### src/rtl/vga_capture.sv
// vga_capture: recovers the pixel raster position of a sampled VGA stream and
// writes the active region into a linear framebuffer.
//
// Ports:
//   clk, rst             system clock, asynchronous active-high reset
//   pixel_en             pixel strobe; a rising clk edge with pixel_en=1 is a sample
//   hsync_n, vsync_n     active-low syncs, acted on only at samples
//   pixel_in             pixel data captured at a sample
//   col, row             recovered position of the last sample
//   locked               high while tracking a fully aligned raster
//   wr_en/wr_addr/wr_data  one-cycle framebuffer write, address row*H_ACTIVE+col
//   frame_start          pulses together with the write of pixel (0,0)
//   sync_err             pulses the cycle after a sample that broke sync timing
module vga_capture #(
  parameter int H_ACTIVE = 640,
  parameter int H_FP     = 16,
  parameter int H_SYNC   = 96,
  parameter int H_BP     = 48,
  parameter int V_ACTIVE = 480,
  parameter int V_FP     = 10,
  parameter int V_SYNC   = 2,
  parameter int V_BP     = 33,
  parameter int DATA_W   = 8
) (
  input  logic              clk,
  input  logic              rst,
  input  logic              pixel_en,
  input  logic              hsync_n,
  input  logic              vsync_n,
  input  logic [DATA_W-1:0] pixel_in,
  output logic [9:0]        col,
  output logic [9:0]        row,
  output logic              locked,
  output logic              wr_en,
  output logic [19:0]       wr_addr,
  output logic [DATA_W-1:0] wr_data,
  output logic              frame_start,
  output logic              sync_err
);
  localparam int H_TOTAL = H_ACTIVE + H_FP + H_SYNC + H_BP;
  localparam int V_TOTAL = V_ACTIVE + V_FP + V_SYNC + V_BP;

  localparam logic [9:0] H_LAST     = 10'(H_TOTAL - 1);
  localparam logic [9:0] H_EDGE_COL = 10'(H_ACTIVE + H_FP);      // column of the hsync fall
  localparam logic [9:0] H_EDGE_PRE = 10'(H_ACTIVE + H_FP - 1);  // column just before it
  localparam logic [9:0] V_LAST     = 10'(V_TOTAL - 1);
  localparam logic [9:0] V_EDGE_ROW = 10'(V_ACTIVE + V_FP);      // row of the vsync fall
  localparam logic [9:0] V_LATE_ROW = 10'(V_ACTIVE + V_FP + 1);  // vsync must be seen before here
  localparam logic [9:0] H_ACT      = 10'(H_ACTIVE);
  localparam logic [9:0] V_ACT      = 10'(V_ACTIVE);

  typedef enum logic [1:0] {SEARCH, H_ALIGN, LOCKED} state_t;

  state_t     state, state_n;
  logic       prev_h, prev_v;
  logic       v_seen, v_seen_n;  // a vsync edge already happened in the vsync row
  logic       h_edge, v_edge, col_wrap;
  logic       h_viol, v_viol, viol, wr_n;
  logic [9:0] col_nat, row_nat, col_n, row_n;

  always_comb begin
    h_edge   = prev_h & ~hsync_n;
    v_edge   = prev_v & ~vsync_n;
    col_wrap = !h_edge && (col == H_LAST);
    col_nat  = h_edge ? H_EDGE_COL : (col_wrap ? 10'd0 : col + 10'd1);
    row_nat  = !col_wrap ? row : ((row == V_LAST) ? 10'd0 : row + 10'd1);

    // Once aligned, the hsync edge must land exactly after H_EDGE_PRE.
    h_viol = (state != SEARCH) && (h_edge ? (col != H_EDGE_PRE) : (col == H_EDGE_PRE));
    // v_seen is only ever set while row sits on V_EDGE_ROW, so it is stale-free here.
    v_viol = (state == LOCKED) &&
             ((v_edge && ((row_nat != V_EDGE_ROW) || v_seen)) ||
              (col_wrap && (row_nat == V_LATE_ROW) && !v_seen));
    viol   = h_viol | v_viol;

    state_n  = state;
    col_n    = col_nat;
    row_n    = row_nat;
    v_seen_n = 1'b0;
    if (viol) begin
      // A violating sample that is itself an hsync edge still gives horizontal alignment.
      state_n = h_edge ? H_ALIGN : SEARCH;
      col_n   = h_edge ? H_EDGE_COL : 10'd0;
      row_n   = 10'd0;
    end else begin
      case (state)
        SEARCH:  if (h_edge) begin
                   state_n = H_ALIGN;
                   row_n   = 10'd0;
                 end
        H_ALIGN: if (v_edge) begin
                   state_n  = LOCKED;
                   row_n    = V_EDGE_ROW;
                   v_seen_n = 1'b1;
                 end
        LOCKED:  v_seen_n = (row_nat == V_EDGE_ROW) && (v_seen || v_edge);
        default: state_n = SEARCH;
      endcase
    end

    // Only a sample that starts and stays in LOCKED writes.
    wr_n = (state == LOCKED) && !viol && (col_nat < H_ACT) && (row_nat < V_ACT);
  end

  always_ff @(posedge clk or posedge rst) begin
    if (rst) begin
      state       <= SEARCH;
      prev_h      <= 1'b1;
      prev_v      <= 1'b1;
      v_seen      <= 1'b0;
      col         <= '0;
      row         <= '0;
      locked      <= 1'b0;
      wr_en       <= 1'b0;
      wr_addr     <= '0;
      wr_data     <= '0;
      frame_start <= 1'b0;
      sync_err    <= 1'b0;
    end else begin
      wr_en       <= 1'b0;
      frame_start <= 1'b0;
      sync_err    <= 1'b0;
      if (pixel_en) begin
        prev_h   <= hsync_n;
        prev_v   <= vsync_n;
        state    <= state_n;
        col      <= col_n;
        row      <= row_n;
        v_seen   <= v_seen_n;
        locked   <= (state_n == LOCKED);
        sync_err <= viol;
        if (wr_n) begin
          wr_en   <= 1'b1;
          wr_data <= pixel_in;
          // Raster order makes the address a plain counter restarted at (0,0).
          if (col_n == 10'd0 && row_n == 10'd0) begin
            wr_addr     <= '0;
            frame_start <= 1'b1;
          end else begin
            wr_addr <= wr_addr + 20'd1;
          end
        end
      end
    end
  end
endmodule

### config.mk
export PLATFORM = sky130hd
export DESIGN_NAME = vga_capture
export DESIGN_NICKNAME = d
export VERILOG_FILES = /design/src/rtl/vga_capture.sv
export SDC_FILE = /design/constraint.sdc
export NUM_CORES = 1
export LEC_CHECK = 0
export CORE_ASPECT_RATIO = 0.75
export CORE_MARGIN = 5
export CORE_UTILIZATION = 45
export CTS_CLUSTER_DIAMETER = 60
export DETAILED_ROUTE_END_ITERATION = 7
export PLACE_DENSITY = 0.69
export SLEW_MARGIN = 10
export SYNTH_ARGS = -nofsm -noshare
export SYNTH_HDL_FRONTEND = slang
export SYNTH_SLANG_ARGS = --single-unit
### constraint.sdc
create_clock -name clk -period 4.2 [get_ports clk]
set_input_delay 0.84 -clock clk [delete_from_list [all_inputs] [get_ports clk]]
set_output_delay 0.84 -clock clk [all_outputs]
set_load 0.1 [all_outputs]
# Word level (Yosys, flattened, before mapping)
# Index checks and enable logic that the tools add are counted.
# classes
add_sub_neg	3
magnitude_cmp	2
eq_ne	10
n_mux	26
bitwise	5
reduce_logical	22
# op_table
operator	count
$mux 10	9
$eq 10x10->1 const B	3
$add 10x1->10 const B	2
$add 20x1->20 const B	1
$eq 10x9->1 const B	2
$logic_not 10->1	2
$mux 20	1
$pmux 10 s2	1
$logic_and 1x1->1	11
$lt 10x10->1 const B	1
$lt 10x9->1 const B	1
$mux 1	10
$ne 10x10->1 const B	1
$ne 10x9->1 const B	1
$mux 2	3
$pmux 2 s3	1
$eq 2x2->1 const B	2
$logic_not 1->1	3
$logic_or 1x1->1	3
$and 1x1->1	2
$eq 2x1->1 const B	1
$logic_not 2->1	1
$not 1->1	2
$pmux 1 s2	1
other kinds (3)	3
# totals
ff_bits	57
in_bits	13
output_inout_bits	52
wordCells	80

# Logic depth before layout (Yosys ltp)
# Gate-level depths: netlist (run 1).
# logic_depth
ltp_word	17
mapped_depth	14
mapped_depth_nobuf	11

# Least setup slack after synthesis (run 1)
# Ideal clock, no wire load.
# synth_path
path_kind	register to register
from	reg col[1]
to	reg wr_addr[6]
setup_ns	0.128
arrival_ns	3.543
required_time_ns	4.072
setup_slack_ns	0.529
stages_incl_launch_ff	13
path_buffers	3
period_less_slack_ns	3.671
cell_sequence	dfrtp_1 > ha_1 > and4_1 > buf_4 > and4_1 > buf_4 > nor3_1 > or4b_4 > nor4_4 > nand3_4 > a21oi_4 > buf_6 > o21ai_2
# synth_between
elab_chain_cells	14
word_cells_on_any_way	35
cone_classes	1 x add/sub; 2 x order compare; 5 x eq/ne; 10 x mux; 1 x bitwise; 16 x reduce/logical
# synth_lines
element	line	rtl
start: declaration	31	output logic [9:0] col,
start signal: assignment	127	col <= col_n;
parallel branches: the longest is 14 deep, another holds $add 10x1->10	-	
end signal: assignment	140	wr_addr <= wr_addr + 20'd1;
end: declaration	35	output logic [19:0] wr_addr,
# Several ways; the timed one is not identified.
# A chain may end at the register's enable or synchronous reset.

# Worst setup path in the final report (run 1)
# layout_path
from	in hsync_n
to	reg wr_addr[5]
# layout_between
elab_chain_cells	16
word_cells_on_any_way	35
cone_classes	2 x order compare; 2 x eq/ne; 11 x mux; 3 x bitwise; 17 x reduce/logical
# layout_lines
element	line	rtl
start: declaration	28	input logic hsync_n,
$not 1->1 (*)	62	h_edge = prev_h & ~hsync_n;
$and 1x1->1 (*)	62	
parallel branches: the longest is 14 deep, another holds $mux 10	-	
# Every way passes the cells marked *.

==> results of run 1 <==
-- power by group through the flow --
stage	registers, uW	logic (uW)	clock network (uW)
3_5_place_dp	862	1820	0
5_1_grt	884	1920	720
4_1_cts	855	1820	698
3_3_place_gp	861	1810	0
2_1_floorplan	1600	628	0
6_report	860	1830	681
-- layout make-up --
class	count	area, um^2	share of cell area
clock buffers	10	239	0.0488
clock inverters	6	42.5	0.00869
inverters	26	97.6	0.0199
multi-input cells	336	2210	0.451
flip-flops and latches	57	1430	0.292
well taps	108	135	0.0276
repair buffers	73	746	0.152
-- worst register-to-register path, cell delays in order, from the launching register on --
cell,delay (ps)
dfrtp_1,420
ha_1,280
and4_1,500
and4_1,450
nor3_1,120
or4b_4,510
nor4_4,310
nand3_4,190
buf_4,240
a32oi_1,260
o21ai_2,80
-- metrics by stage --
stage                     utilization  std cells  instance area [um^2]  hold WS, ps
after floorplan                     -        447                  3870          530
after global placement          0.548        600                  4620          457
after detailed placement        0.548        600                  4620          462
after CTS                       0.582        616                  4900          475
after global routing            0.582        616                  4900          496
final                           0.582        616                  4900          475
-- registers in the layout, summed over array words and instances, names as in the netlist --
signal / cells
wr_addr: 20
col: 10
row: 10
wr_data: 8
state: 2
frame_start: 1
locked: 1
prev_h: 1
prev_v: 1
sync_err: 1
v_seen: 1
wr_en: 1
-- cell usage in the layout (no fill, tap or decap), drive strengths merged, types with 3 or more instances in the layout --
cell type       n
xnor2           4
nor2           22
nor4            5
ha              8
o2111ai         7
clkbuf         10
nor3            7
o21ai          29
or3             7
a32oi          17
a31oi          10
o41ai           4
nand2          54
clkdlybuf4s50  64
or2             3
o31ai           8
dfrtp          55
clkinv          3
nand4           8
nand2b          8
o31a            4
or4             4
a211oi          6
nor2b          11
inv            27
a21oi          16
o22ai           7
and2           12
o21a            3
and4            4
and3           10
o211ai          3
nor3b           3
nand3          24
buf             9
-- routing by layer --
layer | share of wire | vias to the layer above | GRT usage
met4 | 0.016 | 0 | 0.0592
met1 | 0.47 | 1773 | 0.319
li1 | - | 1798 | -
met5 | 0 | - | 0
met3 | 0.085 | 17 | 0.0469
met2 | 0.42 | 150 | 0.289
-- final timing paths --
path / from / to / slack (ps) / cells after the start
setup / recovery: hsync_n / wr_addr[5]$_DFFE_PP0P_ / 550 / 10
hold / removal: wr_data[3]$_DFFE_PP0P_ / wr_data[3]$_DFFE_PP0P_ / 470 / 2
setup reg to reg: col[1]$_DFFE_PP0P_ / wr_addr[5]$_DFFE_PP0P_ / 730 / 10
hold reg to reg: wr_data[3]$_DFFE_PP0P_ / wr_data[3]$_DFFE_PP0P_ / 470 / 2
max in group asynchronous: rst / row[6]$_DFFE_PP0P_ / 2430 / 3
min in group asynchronous: rst / wr_data[7]$_DFFE_PP0P_ / 960 / 2
-- logic make-up after synthesis --
family | after synthesis | synth area share
AND/OR/NAND/NOR | 187 | 0.267
AO/OA/AOI/OAI | 132 | 0.255
flip-flops | 57 | 0.369
buffers and inverters | 54 | 0.0598
adder cells (fa/ha/maj) | 8 | 0.0259
XOR/XNOR | 5 | 0.0113
multiplexers | 4 | 0.0110
==> out/results.ini, run 1 <==
[global_routing]
grt-ovfl-total=0
grt_util_all_layers=0.208
grt_pass1_vias=3554
grt_pass1_wl_um=17800
antenna_found_initial=0
grt_max_degree=48

[route]
routed-via-count=3738
wirelength_um=10600
via_per_inst=6.07
ant_nets=0
first_pass_iters=4
drt-initial-drc-count=395
wl_per_cell_um=17.3
drc_errors=0

[placed_design]
post-place-ws_ps=227
detailed_place_hpwl_um=7570
io_buffers=64
gp_congestion=0.971

[yosys]
synth_common_cells=dfrtp_1, nand2_1, inv_1, nand3_1, nor2_1
ys_warn_count=0
synth-edff-count=0
syn_avg_cell_area_um2=8.65
async_flop_share=1.00
ys_top_cells_by_area=dfrtp_1, nand2_1, a32oi_1
synth.cell_area_um2=3870
synth_cell_types=66
synth_seq_cells=57
synth_nets=468
synth_most_common_cell=dfrtp_1
ys_seq_area_frac=0.369
yosys.area.top_type_share=0.356
synthCells=447
ys.flop_type=dfrtp_1
synth_area_leader_cell=dfrtp_1

[pwr]
swShare=0.534
clkPwrFrac=0.202
sequentialPowerShare=0.255
p_sw_uw=1800
ir_drop_mv=0.580
p_leak_uw=0.00188
power_uw=3370
powerDensity_nw_per_um2=688
p_comb_frac=0.543
p_int_uw=1570

[cts]
cts_tree=yes
ctsResizeCount=0
clock_path_buffers=2
path_clk_slew_ps=60
cts_hold_buf=0
root_buffer=clkbuf_16
post_cts_buffers=0
cts.sinks=57
cts_buffers=9
htree_num_levels=3
clk_latency_ps=330

[hold_path]
hold_path_class=reg2reg

[finish]
area_delta_synth_final_pct=26.6
fillers=776
finalNetCount=524
drive_gt1_frac=0.100
diodes=0

[timing]
setup_violations=0
slew_headroom=0.336
post-route-worst-setup-slack_ps=554
fin_tns_setup_ps=0
fin_worst_skew_ps=8.79
finalCritPeriodShare=0.868
fmax_mhz=274
post-route-min-period_ps=3650
slew_violations=0
worstMarginPinSlew_ps=993
rsz0062_at_grt=false
finalHoldViolations=0

[die]
die_h_um=90.3
start_util=0.460
dieArea_um2=10600
core_area_um2=8420
std_cell_rows=29
pin_count=65
die_w_um=117

[worst_setup_path]
cp_slowest_cell=or4b_4
cp_max_fo=12
crit_family=simple AND/OR/NAND/NOR gates
path_class=in2reg
cp_slowest_stage_delay_ps=510
critical_path_buf_inv_count=2
endpoint_kind=register
start_kind=input port
crit_chain=clkdlybuf4s50_1 -> nand2b_1 -> and4_1 -> nor3_1 -> or4b_4 -> nor4_4 -> nand3_4 -> buf_4 -> a32oi_1 -> o21ai_2
cp.required_ps=4410
cp_data_arrival_time_ps=3850

[run]
maxCapViolCount=0

[status]
status=finished, final reports clean

(Power assumes the default switching activity.)
==> run 2, diff against run 1 <==
- CAP_MARGIN: unset -> 20
- REMOVE_ABC_BUFFERS: unset -> 1
==> out/results.ini, run 2 (synthesized netlist as in run 1, its figures left out) <==
[finish]
drive_gt1_frac=0.0977
seq_area_um2=1430
area_delta_synth_final_pct=26.8
layout_commonest_cell=clkdlybuf4s50_1
fin_area_um2=4900
largest_reg_flops=20
reg_top3=wr_addr: 20 flops, col: 10 flops, row: 10 flops
diodes=0
multiInputGateArea_um2=2210
finalNetCount=528
top_register=wr_addr
fillers=772
layout_common_cells=clkdlybuf4s50_1, dfrtp_1, nand2_1
instances_no_fill=620

[cts]
post_cts_buffers=0
path_clk_slew_ps=50
clock_path_buffers=2
cts_tree=yes
ctsResizeCount=0
cts.sinks=57
cts_hold_buf=0
root_buffer=clkbuf_16
htree_num_levels=3
clk_latency_ps=330
cts_buffers=9

[worst_setup_path]
cp_data_arrival_time_ps=3930
cp.required_ps=4400
endpoint_kind=register
cp_max_fo=19
path_class=reg2reg
start_kind=register

[placed_design]
post-place-ws_ps=314
place_area_um2=4630
detailed_place_hpwl_um=7450
gp_congestion=0.921
numPlacedInstances=604
io_buffers=64

[global_routing]
grt_max_degree=39
grt_pass1_wl_um=17600
grt-ovfl-total=0
antenna_found_initial=0
grt_util_all_layers=0.207
grt_pass1_vias=3505

[route]
wl_per_cell_um=17.2
via_per_inst=6.04
wirelength_um=10700
drt-initial-drc-count=269
ant_nets=0
first_pass_iters=6
drc_errors=0
routed-via-count=3745

[timing]
fin_worst_skew_ps=6.74
finalCritPeriodShare=0.887
worstMarginPinSlew_ps=985
finalHoldViolations=0
slew_violations=0
hold_ws_ps=476
setup_violations=0
rsz0062_at_grt=false
post-route-min-period_ps=3720
fmax_mhz=269
post-route-worst-setup-slack_ps=476
slew_headroom=0.341

[pwr]
power_uw=3360
clkPwrFrac=0.201
p_comb_frac=0.546
p_sw_uw=1770
sequentialPowerShare=0.252
p_int_uw=1590
swShare=0.526
powerDensity_nw_per_um2=685
ir_drop_mv=0.538
p_leak_uw=0.00189

[die]
pin_count=65
die_w_um=117
std_cell_rows=29
core_area_um2=8420
start_util=0.460
dieArea_um2=10600
die_h_um=90.3

[status]
status=finished, final reports clean

[hold_path]
hold_path_class=reg2reg

[run]
maxCapViolCount=0

[run 2: changes by cell type in the layout (fill, tap and decap cells not counted)]
| cell | previous run | this run |
|---|---|---|
| buf_4 | 6 | 11 |
| clkbuf_1 | 0 | 5 |
| clkinv_2 | 2 | 0 |
| clkinvlp_4 | 2 | 0 |
| buf_12 | 3 | 2 |
| clkbuf_8 | 1 | 2 |
| clkinv_4 | 1 | 0 |
| inv_6 | 1 | 0 |
[run 2: power groups by stage]
stage	registers [uW]	logic (uW)	clock network [uW]
CTS	845	1830	695
global placement	852	1820	0
detailed placement	852	1830	0
finish	848	1840	677
global route	873	1930	718
floorplan	1620	578	0
[run 2: final timing paths]
kind                                        start                 endpoint  slack, ps  cells after the start
max                            col[1]$_DFFE_PP0P_  wr_addr[15]$_DFFE_PP0P_        480                     10
min                        wr_data[1]$_DFFE_PP0P_   wr_data[1]$_DFFE_PP0P_        480                      2
max reg2reg                    col[1]$_DFFE_PP0P_  wr_addr[15]$_DFFE_PP0P_        480                     10
min reg2reg                wr_data[1]$_DFFE_PP0P_   wr_data[1]$_DFFE_PP0P_        480                      2
max in group asynchronous                     rst       prev_v$_DFFE_PP1P_       2350                      3
min in group asynchronous                     rst       col[2]$_DFFE_PP0P_       1000                      2
[run 2: critical path, stage by stage, from the launching register on]
cell,delay (ps)
dfrtp_1,400
ha_1,270
and4_1,500
and4_1,570
o2111ai_1,210
a211oi_1,270
nand4bb_1,230
a21oi_4,520
a21oi_4,110
buf_12,200
o41ai_1,280
[run 2: cell type report]
cell class,instances,share of cell area
Clock buffer,16,0.0554
Timing Repair Buffer,77,0.156
Inverter,26,0.0199
Sequential cell,57,0.291
Multi-Input combinational cell,336,0.450
Tap cell,108,0.0276
[run 2: per-stage QoR]
step           setup TNS (ps)  utilization
5_1_grt                     0        0.583
4_1_cts                     0        0.583
3_3_place_gp                0        0.550
2_1_floorplan           -39.3            -
3_5_place_dp                0        0.550
6_report                    0        0.583
[run 2: layer usage]
metal / GRT usage / wire length, um / vias to the layer above
met3: 0.0569 / 866 / 16
met5: 0 / 0 / -
met1: 0.307 / 4980 / 1794
met2: 0.290 / 4620 / 139
li1: - / - / 1796
met4: 0.0669 / 183 / 0
==> run 3, diff against run 2 <==
--- a/constraint.sdc
+++ b/constraint.sdc
@@ -3,2 +3,2 @@
 set_output_delay 0.84 -clock clk [all_outputs]
-set_load 0.1 [all_outputs]
+set_load 0.005 [all_outputs]
==> results of run 3 <==
The final DEF is identical to that of run 2. Status: finished, final reports clean.
Among the figures that moved: total power 3360 uW -> 2550 uW; worst IR drop on VDD 0.538 mV -> 0.368 mV
